[src/rtl/dmem_lsu_pkg.sv]
// Shared constants and helpers for the dmem_lsu load/store unit.
// Optional bus timeout in the top is enabled by defining DMEM_LSU_TIMEOUT_EN.
package dmem_lsu_pkg;

  localparam logic [1:0] ST_IDLE = 2'd0;
  localparam logic [1:0] ST_BUS  = 2'd1;
  localparam logic [1:0] ST_DONE = 2'd2;

  localparam logic [2:0] F3_LB  = 3'b000;
  localparam logic [2:0] F3_LH  = 3'b001;
  localparam logic [2:0] F3_LW  = 3'b010;
  localparam logic [2:0] F3_LBU = 3'b100;
  localparam logic [2:0] F3_LHU = 3'b101;
  localparam logic [2:0] F3_SB  = 3'b000;
  localparam logic [2:0] F3_SH  = 3'b001;
  localparam logic [2:0] F3_SW  = 3'b010;

  typedef enum logic [1:0] {
    SZ_BYTE = 2'd0,
    SZ_HALF = 2'd1,
    SZ_WORD = 2'd2,
    SZ_BAD  = 2'd3
  } size_e;

  function automatic logic [3:0] be_gen(input logic [2:0] funct3, input logic [1:0] a);
    case (size_e'(funct3[1:0]))
      SZ_BYTE: be_gen = 4'b0001 << a;
      SZ_HALF: be_gen = a[1] ? 4'b1100 : 4'b0011;
      SZ_WORD: be_gen = 4'b1111;
      default: be_gen = 4'b0000;
    endcase
  endfunction

  // Stores only have the three signed encodings; loads add the unsigned byte/half forms.
  function automatic logic f3_legal(input logic [2:0] funct3, input logic we);
    if (we)
      f3_legal = (funct3 == F3_SB) || (funct3 == F3_SH) || (funct3 == F3_SW);
    else
      f3_legal = (funct3 == F3_LB) || (funct3 == F3_LH) || (funct3 == F3_LW) ||
                 (funct3 == F3_LBU) || (funct3 == F3_LHU);
  endfunction

  function automatic logic is_aligned(input logic [2:0] funct3, input logic [1:0] a);
    case (size_e'(funct3[1:0]))
      SZ_BYTE: is_aligned = 1'b1;
      SZ_HALF: is_aligned = ~a[0];
      SZ_WORD: is_aligned = (a == 2'b00);
      default: is_aligned = 1'b0;
    endcase
  endfunction

endpackage

[src/rtl/lsu_align.sv]
// Combinational data steering for dmem_lsu: store lane replication and
// load lane select with sign/zero extension.
module lsu_align
  import dmem_lsu_pkg::*;
(
  input  logic [1:0]  i_st_size,
  input  logic [31:0] i_st_wdata,
  output logic [31:0] o_st_wdata,
  input  logic [2:0]  i_ld_funct3,
  input  logic [1:0]  i_ld_addr_lo,
  input  logic [31:0] i_ld_raw,
  output logic [31:0] o_ld_data
);

  logic [7:0]  w_byte;
  logic [15:0] w_half;

  always_comb begin
    case (size_e'(i_st_size))
      SZ_BYTE: o_st_wdata = {4{i_st_wdata[7:0]}};
      SZ_HALF: o_st_wdata = {2{i_st_wdata[15:0]}};
      default: o_st_wdata = i_st_wdata;
    endcase
  end

  always_comb begin
    case (i_ld_addr_lo)
      2'd0:    w_byte = i_ld_raw[7:0];
      2'd1:    w_byte = i_ld_raw[15:8];
      2'd2:    w_byte = i_ld_raw[23:16];
      default: w_byte = i_ld_raw[31:24];
    endcase
    w_half = i_ld_addr_lo[1] ? i_ld_raw[31:16] : i_ld_raw[15:0];
    case (i_ld_funct3)
      F3_LB:   o_ld_data = {{24{w_byte[7]}}, w_byte};
      F3_LH:   o_ld_data = {{16{w_half[15]}}, w_half};
      F3_LBU:  o_ld_data = {24'd0, w_byte};
      F3_LHU:  o_ld_data = {16'd0, w_half};
      default: o_ld_data = i_ld_raw;
    endcase
  end

endmodule

[src/rtl/dmem_lsu.sv]
// Load/store unit bridging the core datapath to a handshaked data-memory bus.
// Define DMEM_LSU_TIMEOUT_EN to abort transfers that wait TIMEOUT cycles for bus ack.
module dmem_lsu
  import dmem_lsu_pkg::*;
#(
  parameter int ADDR_W  = 32,
  parameter int TIMEOUT = 16
) (
  input  logic              i_clk,
  input  logic              i_rst,
  input  logic              i_req_valid,
  input  logic              i_req_we,
  input  logic [2:0]        i_req_funct3,
  input  logic [ADDR_W-1:0] i_req_addr,
  input  logic [31:0]       i_req_wdata,
  output logic              o_stall,
  output logic [31:0]       o_rdata,
  output logic              o_misalign,
  output logic              o_bus_err,
  output logic              o_bus_req,
  output logic              o_bus_we,
  output logic [ADDR_W-1:0] o_bus_addr,
  output logic [3:0]        o_bus_be,
  output logic [31:0]       o_bus_wdata,
  input  logic              i_bus_ack,
  input  logic [31:0]       i_bus_rdata
);

  logic [1:0]        r_state;
  logic [ADDR_W-1:0] r_addr;
  logic              r_we;
  logic [2:0]        r_funct3;
  logic [3:0]        r_be;
  logic [31:0]       r_wdata;
  logic [31:0]       r_rdata;

  logic        w_idle_req;
  logic        w_fault;
  logic        w_start;
  logic        w_expire;
  logic [31:0] w_st_wdata;
  logic [31:0] w_ld_data;

  assign w_idle_req = i_req_valid & (r_state == ST_IDLE);
  assign w_fault    = w_idle_req &
                      ~(f3_legal(i_req_funct3, i_req_we) & is_aligned(i_req_funct3, i_req_addr[1:0]));
  assign w_start    = w_idle_req & ~w_fault;

  lsu_align u_align (
    .i_st_size    (i_req_funct3[1:0]),
    .i_st_wdata   (i_req_wdata),
    .o_st_wdata   (w_st_wdata),
    .i_ld_funct3  (r_funct3),
    .i_ld_addr_lo (r_addr[1:0]),
    .i_ld_raw     (r_rdata),
    .o_ld_data    (w_ld_data)
  );

`ifdef DMEM_LSU_TIMEOUT_EN
  localparam int CNT_W = $clog2(TIMEOUT + 1);

  logic [CNT_W-1:0] r_tcnt;
  logic             r_err;

  assign w_expire = (r_state == ST_BUS) & ~i_bus_ack & (r_tcnt == CNT_W'(TIMEOUT - 1));

  always_ff @(posedge i_clk) begin
    if (i_rst) begin
      r_tcnt <= '0;
      r_err  <= 1'b0;
    end else begin
      if (w_start)
        r_tcnt <= '0;
      else if ((r_state == ST_BUS) && !i_bus_ack)
        r_tcnt <= r_tcnt + 1'b1;
      if (r_state == ST_BUS)
        r_err <= w_expire;
    end
  end

  assign o_bus_err = (r_state == ST_DONE) & r_err;
`else
  assign w_expire  = 1'b0;
  assign o_bus_err = 1'b0;
`endif

  // A timed-out transfer captures zero so the DONE cycle returns rdata=0.
  always_ff @(posedge i_clk) begin
    if (i_rst) begin
      r_state  <= ST_IDLE;
      r_addr   <= '0;
      r_we     <= 1'b0;
      r_funct3 <= 3'd0;
      r_be     <= 4'd0;
      r_wdata  <= 32'd0;
      r_rdata  <= 32'd0;
    end else begin
      case (r_state)
        ST_IDLE: begin
          if (w_start) begin
            r_state  <= ST_BUS;
            r_addr   <= i_req_addr;
            r_we     <= i_req_we;
            r_funct3 <= i_req_funct3;
            r_be     <= be_gen(i_req_funct3, i_req_addr[1:0]);
            r_wdata  <= w_st_wdata;
          end
        end
        ST_BUS: begin
          if (i_bus_ack) begin
            r_rdata <= i_bus_rdata;
            r_state <= ST_DONE;
          end else if (w_expire) begin
            r_rdata <= 32'd0;
            r_state <= ST_DONE;
          end
        end
        ST_DONE: r_state <= ST_IDLE;
        default: r_state <= ST_IDLE;
      endcase
    end
  end

  assign o_stall     = ~i_rst & i_req_valid & (r_state != ST_DONE) & ~w_fault;
  assign o_misalign  = ~i_rst & w_fault;
  assign o_rdata     = ((r_state == ST_DONE) && !r_we) ? w_ld_data : 32'd0;
  assign o_bus_req   = (r_state == ST_BUS);
  assign o_bus_we    = r_we;
  assign o_bus_addr  = {r_addr[ADDR_W-1:2], 2'b00};
  assign o_bus_be    = r_be;
  assign o_bus_wdata = r_wdata;

endmodule

[config.mk]
export PLATFORM = sky130hd
export DESIGN_NAME = dmem_lsu
export DESIGN_NICKNAME = d
export VERILOG_FILES = /design/src/rtl/dmem_lsu_pkg.sv /design/src/rtl/lsu_align.sv /design/src/rtl/dmem_lsu.sv
export SDC_FILE = /design/constraint.sdc
export NUM_CORES = 1
export LEC_CHECK = 0
export CORE_ASPECT_RATIO = 1.4
export CORE_MARGIN = 4
export CORE_UTILIZATION = 40
export DETAILED_ROUTE_END_ITERATION = 10
export PLACE_DENSITY = 0.82
export SLEW_MARGIN = 10
export SYNTH_ARGS = -nofsm -noshare
export SYNTH_HDL_FRONTEND = slang
export SYNTH_SLANG_ARGS = --single-unit
[constraint.sdc]
create_clock -name i_clk -period 4.7 [get_ports i_clk]
set_clock_uncertainty 0.2 [all_clocks]
set_input_delay 0.94 -clock i_clk [delete_from_list [all_inputs] [get_ports i_clk]]
set_output_delay 0.94 -clock i_clk [all_outputs]
set_load 0.005 [all_outputs]
Yosys cells after proc, flatten, opt, wreduce, memory -nomap -nowiden
Cells that the tools add are included.

Flip-flop bits (word level): 106. Bits of input ports: 104. Output and inout port bits: 105. Logic and storage cells: 63.

Eq/ne operators: 16. Shift-type cells: 1. Multiplexer cells: 12. Bitwise gates (word level): 12. Reduce and logical (&&, ||, !) cells: 15.

Operator list (count): case mux 32 bit (4 select lines) (1); case mux 32 bit (2 select lines) (1); two-way mux 32 bit (1); case mux 8 bit (3 select lines) (1); two-way mux 16 bit (1); equality test 3 bit (second input constant) (4); case mux 4 bit (3 select lines) (1); AND 1 bit (8); logical NOT 2 bit (4); equality test 2 x 1 -> 1 bit (second input constant) (3); equality test 2 bit (second input constant) (3); equality test 3 x 1 -> 1 bit (second input constant) (2); logical NOT 3 bit (2); AND reduction 2 bit (3); logical OR 1 bit (4); two-way mux 2 bit (2); two-way mux 4 bit (1); inequality test 2 bit (second input constant) (2); inverter 1 bit (4); case mux 2 bit (2 select lines) (1); << shifter 1 x 2 -> 4 bit (first input constant) (1); equality test 3 x 2 -> 1 bit (second input constant) (1); case mux 1 bit (3 select lines) (1); inequality test 2 x 1 -> 1 bit (second input constant) (1); other kinds (3) (3).

Longest topological paths before layout
Gate-level depths: netlist (run 1).

Depth after elaboration: 13. Gate-level depth with buffers: 6. Depth with buffers taken out: 4.

Modules after synthesis
From an unflattened synthesis (run 1), not the netlist that was laid out.

Cells, all modules: 713. Area total of the unflattened synthesis: 5430.2 µm².

By module, submodules not included: dmem_lsu (instances 1, cells an instance 545, area each 4257.8 µm², sequential area each 2122.0 µm²); lsu_align (instances 1, cells an instance 168, area each 1172.4 µm², sequential area each 0.0 µm²).

Worst setup path before layout (run 1)
No wires, ideal clock.

Path type: in2out. Start: input port i_req_funct3[0]. End: output port o_stall. Data arrival time: 1.690 ns. Required time: 3.560 ns. Setup slack: 1.870 ns. Stages on the path: 4. Buffers on the path: 0. Path through: nor4_1 nor2_1 o21bai_1 and3b_1.

Cells in the longest elaborated chain, start to end: 11. Elaborated cells on any way between the ends: 19. Those cells by class: eq/ne: 6; mux: 2; bitwise: 5; reduce/logical: 6.

RTL lines: start, declared (line dmem_lsu.sv:13) `input logic [2:0] i_req_funct3,`; equality test 3 x 1 -> 1 bit / logical NOT 3 bit (equally long branches) (line dmem_lsu_pkg.sv:37, dmem_lsu_pkg.sv:39); logical OR 1 bit (2 in series) (line dmem_lsu_pkg.sv:37, dmem_lsu_pkg.sv:39); logical OR 1 bit (line dmem_lsu_pkg.sv:39) `f3_legal = (funct3 == F3_LB) || (funct3 == F3_LH) || (funct3 == F3_LW) ||`; logical OR 1 bit (line dmem_lsu_pkg.sv:40) `(funct3 == F3_LBU) || (funct3 == F3_LHU);`; two-way mux 1 bit (line dmem_lsu_pkg.sv:36) `if (we)`; AND 1 bit * (line dmem_lsu.sv:46) `~(f3_legal(i_req_funct3, i_req_we) & is_aligned(i_req_funct3, i_req_addr[1:0]));`; inverter 1 bit * (line dmem_lsu.sv:46); AND 1 bit * (line dmem_lsu.sv:45) `assign w_fault = w_idle_req &`; inverter 1 bit * (line dmem_lsu.sv:124) `assign o_stall = ~i_rst & i_req_valid & (r_state != ST_DONE) & ~w_fault;`; AND 1 bit * (line dmem_lsu.sv:124); end, declared (line dmem_lsu.sv:16) `output logic o_stall,`.

Every way passes the cells marked *; elsewhere a longest branch is shown, timed or not.

Final worst setup path (run 1)
Start: register r_addr[1]. End: output port o_rdata[23].

Cells in the longest elaborated chain, start to end: 4. Elaborated cells on any way between the ends: 7. Those cells by class: eq/ne: 2; mux: 4; reduce/logical: 1.

RTL lines: start, declared (line dmem_lsu.sv:30) `logic [ADDR_W-1:0] r_addr;`; start signal, assigned (line dmem_lsu.sv:102) `r_addr <= i_req_addr;`; equality test 2 bit, or another cell as far along (line lsu_align.sv:27) `case (i_ld_addr_lo)`; case mux 8 bit (3 select lines) (line lsu_align.sv:27); case mux 32 bit (4 select lines) * (line lsu_align.sv:34) `case (i_ld_funct3)`; two-way mux 32 bit * (line dmem_lsu.sv:126) `assign o_rdata = ((r_state == ST_DONE) && !r_we) ? w_ld_data : 32'd0;`; end, declared (line dmem_lsu.sv:17) `output logic [31:0] o_rdata,`.

Marked as above.

==> results of run 1 <==
## state kept, by name (all words and copies together) (netlist names)
signal / cells
r_addr: 32
o_bus_wdata: 32
r_state: 2
o_bus_we: 1
o_bus_be: 4
r_funct3: 3
r_rdata: 32
## stage by stage
| stage | cells | hold WS, ps |
|---|---|---|
| 2_1_floorplan | 644 | 237 |
| 3_3_place_gp | 921 | 241 |
| 3_5_place_dp | 921 | 246 |
| 4_1_cts | 937 | 255 |
| 5_1_grt | 937 | 268 |
| 6_report | 937 | 254 |
## routing by layer
metal	share of wire	global-route usage	routed length, um
met5	0	0	0
met4	0.0077	0.0469	114
met3	0.086	0.0614	1280
met1	0.38	0.230	5650
met2	0.53	0.367	7800
## worst min-delay path, cell delays in order, from the launching register on
cell	delay [ps]
dfxtp_1	310
nand2_1	50
a21oi_1	50
## layout make-up
type	count	area [um^2]	share of cell area
timing repair buffer	210	2090	0.296
tap	147	184	0.0261
clock buffer	10	239	0.0339
sequential	106	2120	0.301
inverter	3	11.3	0.00160
clock inverter	6	73.8	0.0105
multi-input combinational	455	2330	0.331
## cell usage after synthesis (3+ instances only)
master      n  area share
mux2i_1    17       0.035
a311oi_1    8       0.014
buf_2      10       0.010
nor2_1     39       0.030
nand3b_1    4      0.0061
nor3_1      7      0.0072
nand2b_1    4      0.0051
inv_1       3      0.0023
o22ai_1     7      0.0090
dfxtp_1   106        0.43
clkbuf_1   34       0.026
o21ai_0    24       0.025
a21o_1     17       0.026
a211oi_1   16       0.025
mux2_2      8       0.018
a21oi_1    97       0.099
buf_4      33       0.051
nand2_1   188        0.14
## how the worst min path moves through the flow
stage / startpoint / end / depth (start not counted)
detailed placement: r_addr[24]$_SDFFE_PP0P_ / r_addr[24]$_SDFFE_PP0P_ / 2
CTS: r_addr[30]$_SDFFE_PP0P_ / r_addr[30]$_SDFFE_PP0P_ / 2
finish: o_bus_wdata[31]$_SDFFE_PP0P_ / o_bus_wdata[31]$_SDFFE_PP0P_ / 2
global placement: r_addr[30]$_SDFFE_PP0P_ / r_addr[30]$_SDFFE_PP0P_ / 2
global route: r_addr[19]$_SDFFE_PP0P_ / r_addr[19]$_SDFFE_PP0P_ / 2
floorplan: r_addr[10]$_SDFFE_PP0P_ / r_addr[10]$_SDFFE_PP0P_ / 2
## power by group through the flow
stage / registers (mW) / logic [mW] / clock network (mW)
global placement: 0.981 / 0.311 / 0
finish: 0.962 / 0.312 / 0.784
CTS: 0.962 / 0.316 / 0.804
detailed placement: 0.982 / 0.315 / 0
floorplan: 0.976 / 0.149 / 0
global route: 0.966 / 0.343 / 0.842
## logic make-up after synthesis
family	Yosys count	share of synthesized area
other	1	0.000767
and+or+nand+nor	250	0.205
DFF	106	0.434
buffers and inverters	83	0.0931
muxes	25	0.0532
AOI/OAI and AO/OA	177	0.214
==> summary.txt, run 1 <==
Clocking
  – CTS tree: built
  – CTS H-tree lvls: 3
  – Num CTS Buffers: 9
  – Postcts setup bufs: 0
  – Hold buffers post-CTS: 0
  – Clk buf depth: 2
  – Clock transition at path regs: 70 ps
  – Clock Sinks: 106
  – Clk_lat worst skew: 330 ps
  – CTS root buffer: clkbuf_16
  – Post_cts resized: 0

Setup path
  – Crit. End Element: output pin
  – Critical-path cell list: mux2i_1 > or3_4 > a2111oi_4 > a21o_1 > clkdlybuf4s50_1
  – CP required: 3560 ps
  – Slowest cell on crit path: a2111oi_4
  – Crit path to: o_rdata[23]
  – Worst reg-to-reg path cell count: 4
  – Reg-to-Reg End: r_rdata[7]$_SDFFE_PP0P_
  – Critical R2R Launch: r_state[0]$_SDFFE_PP0P_
  – CP Launch Type: flop
  – Critical Path AT: 3030 ps
  – CP peak stage delay: 840 ps
  – Crit-path max FO: 16
  – Critical path's top delay family: compound AO/OA/AOI/OAI gates
  – CP Class: flop to output pin
  – Beginning of the critical path: r_addr[1]$_SDFFE_PP0P_
  – Crit path buf inv count: 1
  – Worst path depth: 5
  – Flop-to-flop setup slack: 2470 ps

Hold path
  – Hold Path Class: flop to flop

Synth
  – Library cells used by synthesis: 35
  – Synth warn: 0
  – Cells after Synth: 642
  – Syn avg cell area: 7.62 um^2
  – Ys async rst share: 0
  – Post-Syn Area: 4890 um^2
  – #FFs+latches synth: 106
  – Post-synth EDFFs: 0
  – Most used flip-flop cell after synthesis: dfxtp_1
  – Share of the yosys chip area belonging to registers: 0.434

STA
  – Slew HR: 0.221
  – Final Worst Setup Slack: 530 ps
  – Slew @ Worst Pin: 1170 ps
  – Fmax: 240 MHz
  – Final setup viols: 0
  – Tcrit/Tclk final: 0.887
  – Slew Limit Fails: 0
  – Crit path time final: 4170 ps
  – Final hold viol count: 0
  – Unrepaired setup endpoints after global routing: no
  – Final setup TNS: 0 ps

Die
  – Core box area: 11900 um^2
  – I/O Pins: 209
  – Starting Density: 0.412
  – Die Footprint: 14100 um^2
  – Die width: 101 um
  – Die Y: 139 um
  – Row count: 47

GRT
  – Initial antenna violation count: 0
  – GRT overflow: 0
  – Largest net degree at the start of global routing: 85
  – Vias in the first global route: 4520
  – Total GRT Usage: 0.203
  – First-pass GRT wire length: 23200 um

Flow run
  – Max Cap Viol: 0

Placed design
  – Dpl cell area: 6730 um^2
  – Placement Setup Slack: 579 ps
  – I/O Buffers: 205
  – Routability congestion estimate: 0.846
  – HPWL after detailed placement: 10700 um

Route
  – Vias per cell: 5.10
  – Pre-antenna DRT Iters: 4
  – DRC errors left: 0
  – DR iter-0 viols: 176
  – Via Count: 4777
  – Drt total wl: 14800 um
  – Post-route ant nets: 0
  – DR WL/cell: 15.8 um

Final layout
  – Synth-to-layout area growth: 44.0%
  – # diodes: 0
  – Layout cells sized above 1: 0.0418
  – Commonest cells after routing, fill and taps aside: clkdlybuf4s50_1, nand2_1, dfxtp_1
  – Fillers: 1085
  – Commonest non-fill, non-tap cell in the layout: clkdlybuf4s50_1
  – Core Util, Final: 0.593
  – Final #Nets: 889
  – Final instance area: 7050 um^2

Power and ir drop
  – Peak VDD IR: 0.000200 V
  – Cell Int Power: 1.55 mW
  – Flop pwr share: 0.467
  – Leakage: 2.56 nW
  – Total chip power: 2.06 mW
  – Switching part of the total: 0.249
  – P_sw: 512 uW
  – Comb pwr share: 0.152
  – Clock power frac: 0.381
  – Pwr Density: 292 nW/um^2

Outcome
  – Status: finished, final reports clean
No activity file was read; power rests on OpenSTA's default activity.
==> inputs of run 2 (changes only) <==
- CAP_MARGIN: default -> 20
- GPL_ROUTABILITY_DRIVEN: default -> 1
==> summary.txt, run 2 (same netlist as run 1, synthesis figures left out) <==
Outcome
  – Status: finished, final reports clean

Power and ir drop
  – Pwr Density: 290 nW/um^2 (-0.64%)
  – Leakage: 2.58 nW (+0.99%)
  – Peak VDD IR: 0.000199 V (-0.77%)

Setup path
  – Critical-path cell list: mux2i_1 > or3_4 > a2111oi_4 > a21o_1 > clkdlybuf4s50_1
  – CP Launch Type: flop
  – Crit path buf inv count: 1 (unchanged)
  – Critical Path AT: 3010 ps (-20 ps)
  – CP required: 3560 ps (about the same)
  – Crit-path max FO: 16 (unchanged)
  – CP peak stage delay: 840 ps (about the same)
  – Slowest cell on crit path: a2111oi_4
  – CP Class: flop to output pin
  – Critical path's top delay family: compound AO/OA/AOI/OAI gates
  – Crit. End Element: output pin

Die
  – Die Footprint: 14100 um^2 (unchanged)
  – Core box area: 11900 um^2 (unchanged)
  – Die width: 101 um (unchanged)
  – Starting Density: 0.412 (unchanged)
  – I/O Pins: 209 (unchanged)
  – Row count: 47 (unchanged)
  – Die Y: 139 um (unchanged)

Route
  – Pre-antenna DRT Iters: 4 (unchanged)
  – Vias per cell: 5.06 (-0.65%)
  – DR WL/cell: 15.7 um (-0.62%)
  – DR iter-0 viols: 189 (+7.4%)
  – Drt total wl: 14800 um (-0.41%)
  – Via Count: 4756 (-0.44%)
  – DRC errors left: 0 (unchanged)
  – Post-route ant nets: 0 (unchanged)

Clocking
  – CTS H-tree lvls: 3 (unchanged)
  – Clk_lat worst skew: 330 ps (about the same)
  – Postcts setup bufs: 0 (unchanged)
  – Clock transition at path regs: 70 ps (about the same)
  – Num CTS Buffers: 9 (unchanged)
  – Hold buffers post-CTS: 0 (unchanged)
  – CTS tree: built
  – Clk buf depth: 2 (unchanged)
  – Clock Sinks: 106 (unchanged)
  – CTS root buffer: clkbuf_16
  – Post_cts resized: 0 (unchanged)

Placed design
  – Placement Setup Slack: 579 ps (unchanged)
  – DP Cell Count: 921 (unchanged)
  – I/O Buffers: 205 (unchanged)
  – HPWL after detailed placement: 10700 um (unchanged)
  – Routability congestion estimate: 0.846 (unchanged)

Hold path
  – Hold Path Class: flop to flop

STA
  – Final setup viols: 0 (unchanged)
  – Crit path time final: 4150 ps (-20.5 ps)
  – Slew Limit Fails: 0 (unchanged)
  – Final hold viol count: 0 (unchanged)
  – Fmax: 241 MHz (+0.49%)
  – Slew HR: 0.358 (+0.137)
  – Final Worst Setup Slack: 550 ps (+20.5 ps)
  – Slew @ Worst Pin: 959 ps (-209 ps)
  – Tcrit/Tclk final: 0.883 (-0.00437)
  – Final setup TNS: 0 ps (unchanged)
  – Unrepaired setup endpoints after global routing: no

Final layout
  – Fillers: 1074 (-1.0%)
  – Multi-input logic area: 2330 um^2 (unchanged)
  – Layout cells sized above 1: 0.0442 (+0.00242)
  – Synth-to-layout area growth: 45.2%
  – Final #Nets: 891 (+0.22%)
  – Storage cell area: 2120 um^2 (unchanged)
  – Commonest cells after routing, fill and taps aside: clkdlybuf4s50_1, nand2_1, dfxtp_1
  – Final cell count without fillers: 939 (+0.21%)
  – Commonest non-fill, non-tap cell in the layout: clkdlybuf4s50_1
  – # diodes: 0 (unchanged)

GRT
  – Initial antenna violation count: 0 (unchanged)
  – Vias in the first global route: 4520 (unchanged)
  – Largest net degree at the start of global routing: 85 (unchanged)
  – Total GRT Usage: 0.203 (unchanged)
  – GRT overflow: 0 (unchanged)
  – First-pass GRT wire length: 23200 um (unchanged)

Flow run
  – Max Cap Viol: 0 (unchanged)
-- run 2: cell count changes in the layout (fill, tap and decap cells not counted) --
cell,change
buf_16,+2
-- run 2: worst paths after layout --
path | end | slack [ps] | startpoint | cells past startpoint
min reg2reg | o_bus_wdata[31]$_SDFFE_PP0P_ | 250 | o_bus_wdata[31]$_SDFFE_PP0P_ | 2
max | o_rdata[16] | 550 | r_addr[1]$_SDFFE_PP0P_ | 5
max reg2reg | o_bus_wdata[14]$_SDFFE_PP0P_ | 2610 | r_state[1]$_SDFFE_PP0P_ | 4
min | o_bus_wdata[31]$_SDFFE_PP0P_ | 250 | o_bus_wdata[31]$_SDFFE_PP0P_ | 2
-- run 2: layout make-up --
class,instances,area share
Timing Repair Buffer,212,0.302
Inverter,3,0.00159
Clock buffer,10,0.0337
Clock inverter,6,0.0104
Sequential cell,106,0.299
Tap cell,147,0.0259
Multi-Input combinational cell,455,0.328
-- run 2: worst min-delay path, delay by kind of cell, from the launching register on --
| kind | cells | cell delay, ps |
|---|---|---|
| flops | 1 | 310 |
| compound gates | 1 | 50 |
| simple gates | 1 | 50 |
-- run 2: where the power goes --
part / switching [mW] / internal [mW] / leakage, nW
Combinational: 0.136 / 0.179 / 1.57
Sequential: 0.0259 / 0.936 / 0.861
Clock: 0.350 / 0.435 / 0.147
Total: 0.512 / 1.55 / 2.58
-- run 2: per-layer routing --
layer  vias to the layer above  wire (um)  GRT usage
met3                         4       1270     0.0614
met4                         0        104     0.0469
met1                      2160       5640      0.230
met2                       173       7760      0.367
li1                       2419          -          -
met5                         -          0          0
-- run 2: stage by stage --
step           hold WS (ps)  total power, mW  instance area [um^2]   util
4_1_cts                 255             2.08                  7050  0.593
6_report                254             2.06                  7100  0.598
3_5_place_dp            246             1.30                  6730  0.567
5_1_grt                 268             2.15                  7100  0.598
3_3_place_gp            241             1.29                  6730  0.567
2_1_floorplan           237             1.12                  4900      -
==> inputs of run 3 (changes only) <==
- REMOVE_ABC_BUFFERS: default -> 1
==> summary.txt, run 3 (same netlist as run 1, synthesis figures left out) <==
Route
  – DR WL/cell: 15.1 um (-4.3%)
  – WL met3: 1200 um (-5.9%)
  – Post-route ant nets: 0 (unchanged)
  – Detailed-routed wire length on met2: 6970 um (-10%)
  – Vias per cell: 5.05 (-0.28%)
  – DRC errors left: 0 (unchanged)
  – Top Metal Used: met4
  – Drt total wl: 14200 um (-4.1%)
  – Via Count: 4753 (-0.063%)
  – DR iter-0 viols: 130 (-31%)
  – Routed length on met1: 5700 um (+1.1%)
  – Pre-antenna DRT Iters: 4 (unchanged)

Final layout
  – Fillers: 1084 (+0.93%)
  – Final instance area: 7070 um^2 (-0.48%)
  – Commonest cells after routing, fill and taps aside: clkdlybuf4s50_1, nand2_1, dfxtp_1
  – Core Util, Final: 0.595 (-0.00284)
  – Commonest non-fill, non-tap cell in the layout: clkdlybuf4s50_1
  – Final #Nets: 893 (+0.22%)
  – # diodes: 0 (unchanged)
  – Synth-to-layout area growth: 44.5%
  – Layout cells sized above 1: 0.0441 (-0.000111)

STA
  – Final setup viols: 0 (unchanged)
  – Final hold viol count: 0 (unchanged)
  – Slew HR: 0.352 (-0.00661)
  – Final Worst Setup Slack: 504 ps (-46.5 ps)
  – Tcrit/Tclk final: 0.893 (+0.00989)
  – Slew Limit Fails: 0 (unchanged)
  – Crit path time final: 4200 ps (+46.5 ps)
  – Fmax: 238 MHz (-1.1%)
  – Slew @ Worst Pin: 973 ps (+13.5 ps)
  – Unrepaired setup endpoints after global routing: no
  – Final setup TNS: 0 ps (unchanged)

Clocking
  – CTS H-tree lvls: 3 (unchanged)
  – Clock transition at path regs: 70 ps (about the same)
  – Clk_lat worst skew: 340 ps (about the same)
  – Hold buffers post-CTS: 0 (unchanged)
  – CTS root buffer: clkbuf_16
  – Clock Sinks: 106 (unchanged)
  – CTS tree: built
  – Post_cts resized: 0 (unchanged)
  – Num CTS Buffers: 9 (unchanged)
  – Clk buf depth: 2 (unchanged)
  – Postcts setup bufs: 0 (unchanged)

Outcome
  – Status: finished, final reports clean

Placed design
  – Routability congestion estimate: 0.776 (-8.2%)
  – Placement Setup Slack: 666 ps (+87.6 ps)
  – HPWL after detailed placement: 9930 um (-7.5%)
  – Dpl cell area: 6760 um^2 (+0.41%)
  – I/O Buffers: 205 (unchanged)

Setup path
  – Critical Path AT: 3060 ps (+50 ps)
  – CP peak stage delay: 860 ps (+20 ps)
  – CP Class: flop to output pin
  – Crit. End Element: output pin
  – Slowest cell on crit path: a2111oi_4
  – CP required: 3560 ps (about the same)
  – Crit-path max FO: 16 (unchanged)
  – CP Launch Type: flop
  – Critical-path cell list: mux2i_1 > or3_4 > a2111oi_4 > a21o_1 > clkdlybuf4s50_1

Power and ir drop
  – Pwr Density: 279 nW/um^2 (-3.8%)
  – Peak VDD IR: 0.000148 V (-25%)
  – Leakage: 2.57 nW (-0.34%)

Hold path
  – Hold Path Class: flop to flop

GRT
  – GRT overflow: 0 (unchanged)
  – Vias in the first global route: 4547 (+0.60%)
  – Largest net degree at the start of global routing: 108 (+27%)
  – First-pass GRT wire length: 22300 um (-3.9%)
  – Initial antenna violation count: 0 (unchanged)
  – Total GRT Usage: 0.194 (-0.00930)

Die
  – I/O Pins: 209 (unchanged)
  – Die Y: 139 um (unchanged)
  – Die Footprint: 14100 um^2 (unchanged)
  – Die width: 101 um (unchanged)
  – Starting Density: 0.412 (unchanged)
  – Core box area: 11900 um^2 (unchanged)
  – Row count: 47 (unchanged)

Flow run
  – Max Cap Viol: 0 (unchanged)
[run 3: worst max-delay path, delay by kind of cell (launching register included)]
kind                   cells  cell delay [ps]
AOI/OAI and AO/OA          2             1010
DFF                        1              660
buffers and inverters      1              500
and+or+nand+nor            1              370
muxes                      1              190
[run 3: metrics by stage]
stage | cells | power (mW) | hold WS [ps]
final | 941 | 1.97 | 253
after global routing | 941 | 2.07 | 273
after CTS | 939 | 2.00 | 255
after detailed placement | 923 | 1.30 | 246
after global placement | 923 | 1.29 | 240
after floorplan | 564 | 1.08 | 231
[run 3: final timing paths]
kind                           start                           to  slack [ps]  cells past startpoint
max           r_addr[1]$_SDFFE_PP0P_                  o_rdata[23]         500                      5
min          r_addr[14]$_SDFFE_PP0P_      r_addr[14]$_SDFFE_PP0P_         250                      2
max reg2reg  r_state[1]$_SDFFE_PP0P_  o_bus_wdata[8]$_SDFFE_PP0P_        2650                      4
min reg2reg  r_addr[14]$_SDFFE_PP0P_      r_addr[14]$_SDFFE_PP0P_         250                      2
[run 3: area by class of cell]
class                      count  area, um^2  share of cell area
sequential                   106        2120               0.300
multi-input combinational    455        2330               0.330
clock inverter                 5        38.8             0.00549
clock buffer                  11         233              0.0329
timing repair buffer         214        2150               0.304
inverter                       3        11.3             0.00159
tap                          147         184              0.0260
[run 3: report_power, final]
part	internal [mW]	leakage [nW]	switching [mW]
Sequential	0.936	0.861	0.0249
Clock	0.363	0.130	0.333
Combinational	0.180	1.58	0.137
[run 3: per-layer routing]
metal / global-route usage / vias to the layer above
met5: 0 / -
met4: 0.0742 / 0
met3: 0.0609 / 26
met2: 0.335 / 163
met1: 0.219 / 2145
li1: - / 2419
==> patch, RTL diff (settings of run 2) <==
Change the parameter `ADDR_W` from 32 to 16.
--- a/src/rtl/dmem_lsu.sv
+++ b/src/rtl/dmem_lsu.sv
@@ -4,5 +4,5 @@
   import dmem_lsu_pkg::*;
 #(
-  parameter int ADDR_W  = 32,
+  parameter int ADDR_W  = 16,
   parameter int TIMEOUT = 16
 ) (
Interface: changed (resized i_req_addr and o_bus_addr); port bits go from 209 to 177. The function was not compared with the original's and may differ.
==> patch against run 2 <==
- sequential cell count shrank 16
- setup slack worse by 0.030 ns
- power fell by 10%
- final area is 12% lower
- combinational power decreased by 12%
- core utilization up 0.41 points
- synthesized area fell by 14%
- routed wire length is 9.4% lower
- largest cell class unchanged
==> patch: results (changes against run 2) <==
.. list-table::
   :header-rows: 1

   * - Metric
     - Value
   * - Outcome
     - finished, final reports clean
   * - Pre-CTS setup slack
     - 0.716 ns (+0.137 ns)
   * - Number of global-route vias before repair
     - 4361 (-3.5%)
   * - Width of the die
     - 94.9 um (-6.5%)
   * - Drt first-iter violations
     - 142 (-25%)
   * - Port buffer count
     - 173 (-16%)
   * - #MultiIn Comb
     - 407 (-11%)
   * - Met1 wire length
     - 5.17 mm (-8.2%)
   * - Comb pwr share
     - 14.9% (-0.4 points)
   * - Multiplexer area fraction after synthesis
     - 6.15% (+0.83 points)
   * - Uppermost signal routing layer after detailed routing
     - met4
   * - # fillers
     - 950 (-12%)
   * - Placement-stage cell area
     - 5880 um2 (-13%)
   * - Normalized max-slew margin
     - 37.0% (+1.2 points)
   * - Non-clock buffer share
     - 29.1% (-1.0 points)
   * - Clk power
     - 0.752 mW (-4.2%)
   * - Clock-cell share of area
     - 4.94% (+0.54 points)
   * - Global placement routability congestion
     - 0.907 (+7.3%)
   * - Combinational power
     - 0.276 mW (-12%)
   * - Most used standard cells in the synthesized netlist
     - nand2_1 (156), dfxtp_1 (90), a21oi_1 (81)
   * - Data arrival time of the worst path
     - 3.04 ns (+0.03 ns)
   * - Met1 routing resource usage after global routing
     - 24.0% (+1.0 points)
   * - Global-route wire length before repair
     - 21.1 mm (-8.9%)
   * - Share of flip-flops with an asynchronous set or reset after synthesis
     - 0% (unchanged)
   * - Placed wire-length estimate
     - 9.78 mm (-8.9%)
   * - Total number of vias
     - 4399 (-7.5%)
   * - Largest net degree at the start of global routing
     - 79 (-7.1%)
   * - Final standard cell area without fillers
     - 6230 um2 (-12%)
   * - Met2 routing resource usage after global routing
     - 38.1% (+1.4 points)
   * - Routed length on met3
     - 1.19 mm (-7.0%)
   * - Register cell area after layout
     - 1800 um2 (-15%)
   * - Met3 track demand over resource
     - 6.45% (+0.31 points)
   * - Dpl cells
     - 817 (-11%)
   * - Sequential cell area fraction in the yosys report
     - 42.6% (-0.77 points)
   * - Footprint of the multi-input gates
     - 2120 um2 (-8.9%)
   * - Drt total wl
     - 13.4 mm (-9.4%)
   * - Count of plain and timing-repair buffers in the layout
     - 181 (-15%)
   * - Largest cells by area after synthesis
     - dfxtp_1 (43%), nand2_1 (14%), a21oi_1 (9.6%)
   * - Peak supply drop
     - 0.000170 V (-15%)
   * - Avg Inst Size Synth
     - 7.61 um2 (-0.18%)
   * - Amount of wire on met2 after detailed routing
     - 6.72 mm (-13%)
   * - Via density per instance
     - 5.27 (+4.1%)
   * - Count of different cell masters after synthesis
     - 34 (-2.9%)
   * - Cell leakage power
     - 2.29 nW (-11%)
   * - Worst path max stage delay
     - 0.82 ns (-0.02 ns)
   * - GRT Total Usage
     - 21.7% (+1.3 points)
   * - Share of post-route cells with drive strength above 1
     - 4.89% (+0.47 points)
   * - Synthesized-area fraction occupied by ao, oa, aoi and oai cells
     - 22.9% (+1.5 points)
   * - Final net count
     - 780 (-12%)
   * - Net Switching
     - 0.436 mW (-15%)
   * - Total CTS buffers
     - 9 (unchanged)
   * - Total number of clock tree sinks
     - 90 (-15%)
-- patch: cell count changes in the layout (fill, tap and decap cells not counted), moves of 2 or more --
| cell | change |
|---|---|
| a21oi_1 | -16 |
| nand2_1 | -32 |
| clkinv_2 | +2 |
| dfxtp_1 | -16 |
| clkinvlp_4 | -2 |
| clkdlybuf4s50_1 | -32 |
-- patch: path summary, 6_finish.rpt --
check / startpoint / end / slack (ns) / depth (start not counted)
worst max-delay path: r_addr[1]$_SDFFE_PP0P_ / o_rdata[21] / 0.52 / 5
worst min-delay path: o_bus_wdata[28]$_SDFFE_PP0P_ / o_bus_wdata[28]$_SDFFE_PP0P_ / 0.25 / 2
worst max register to register: r_state[1]$_SDFFE_PP0P_ / o_bus_wdata[13]$_SDFFE_PP0P_ / 2.55 / 5
worst min register to register: o_bus_wdata[28]$_SDFFE_PP0P_ / o_bus_wdata[28]$_SDFFE_PP0P_ / 0.25 / 2
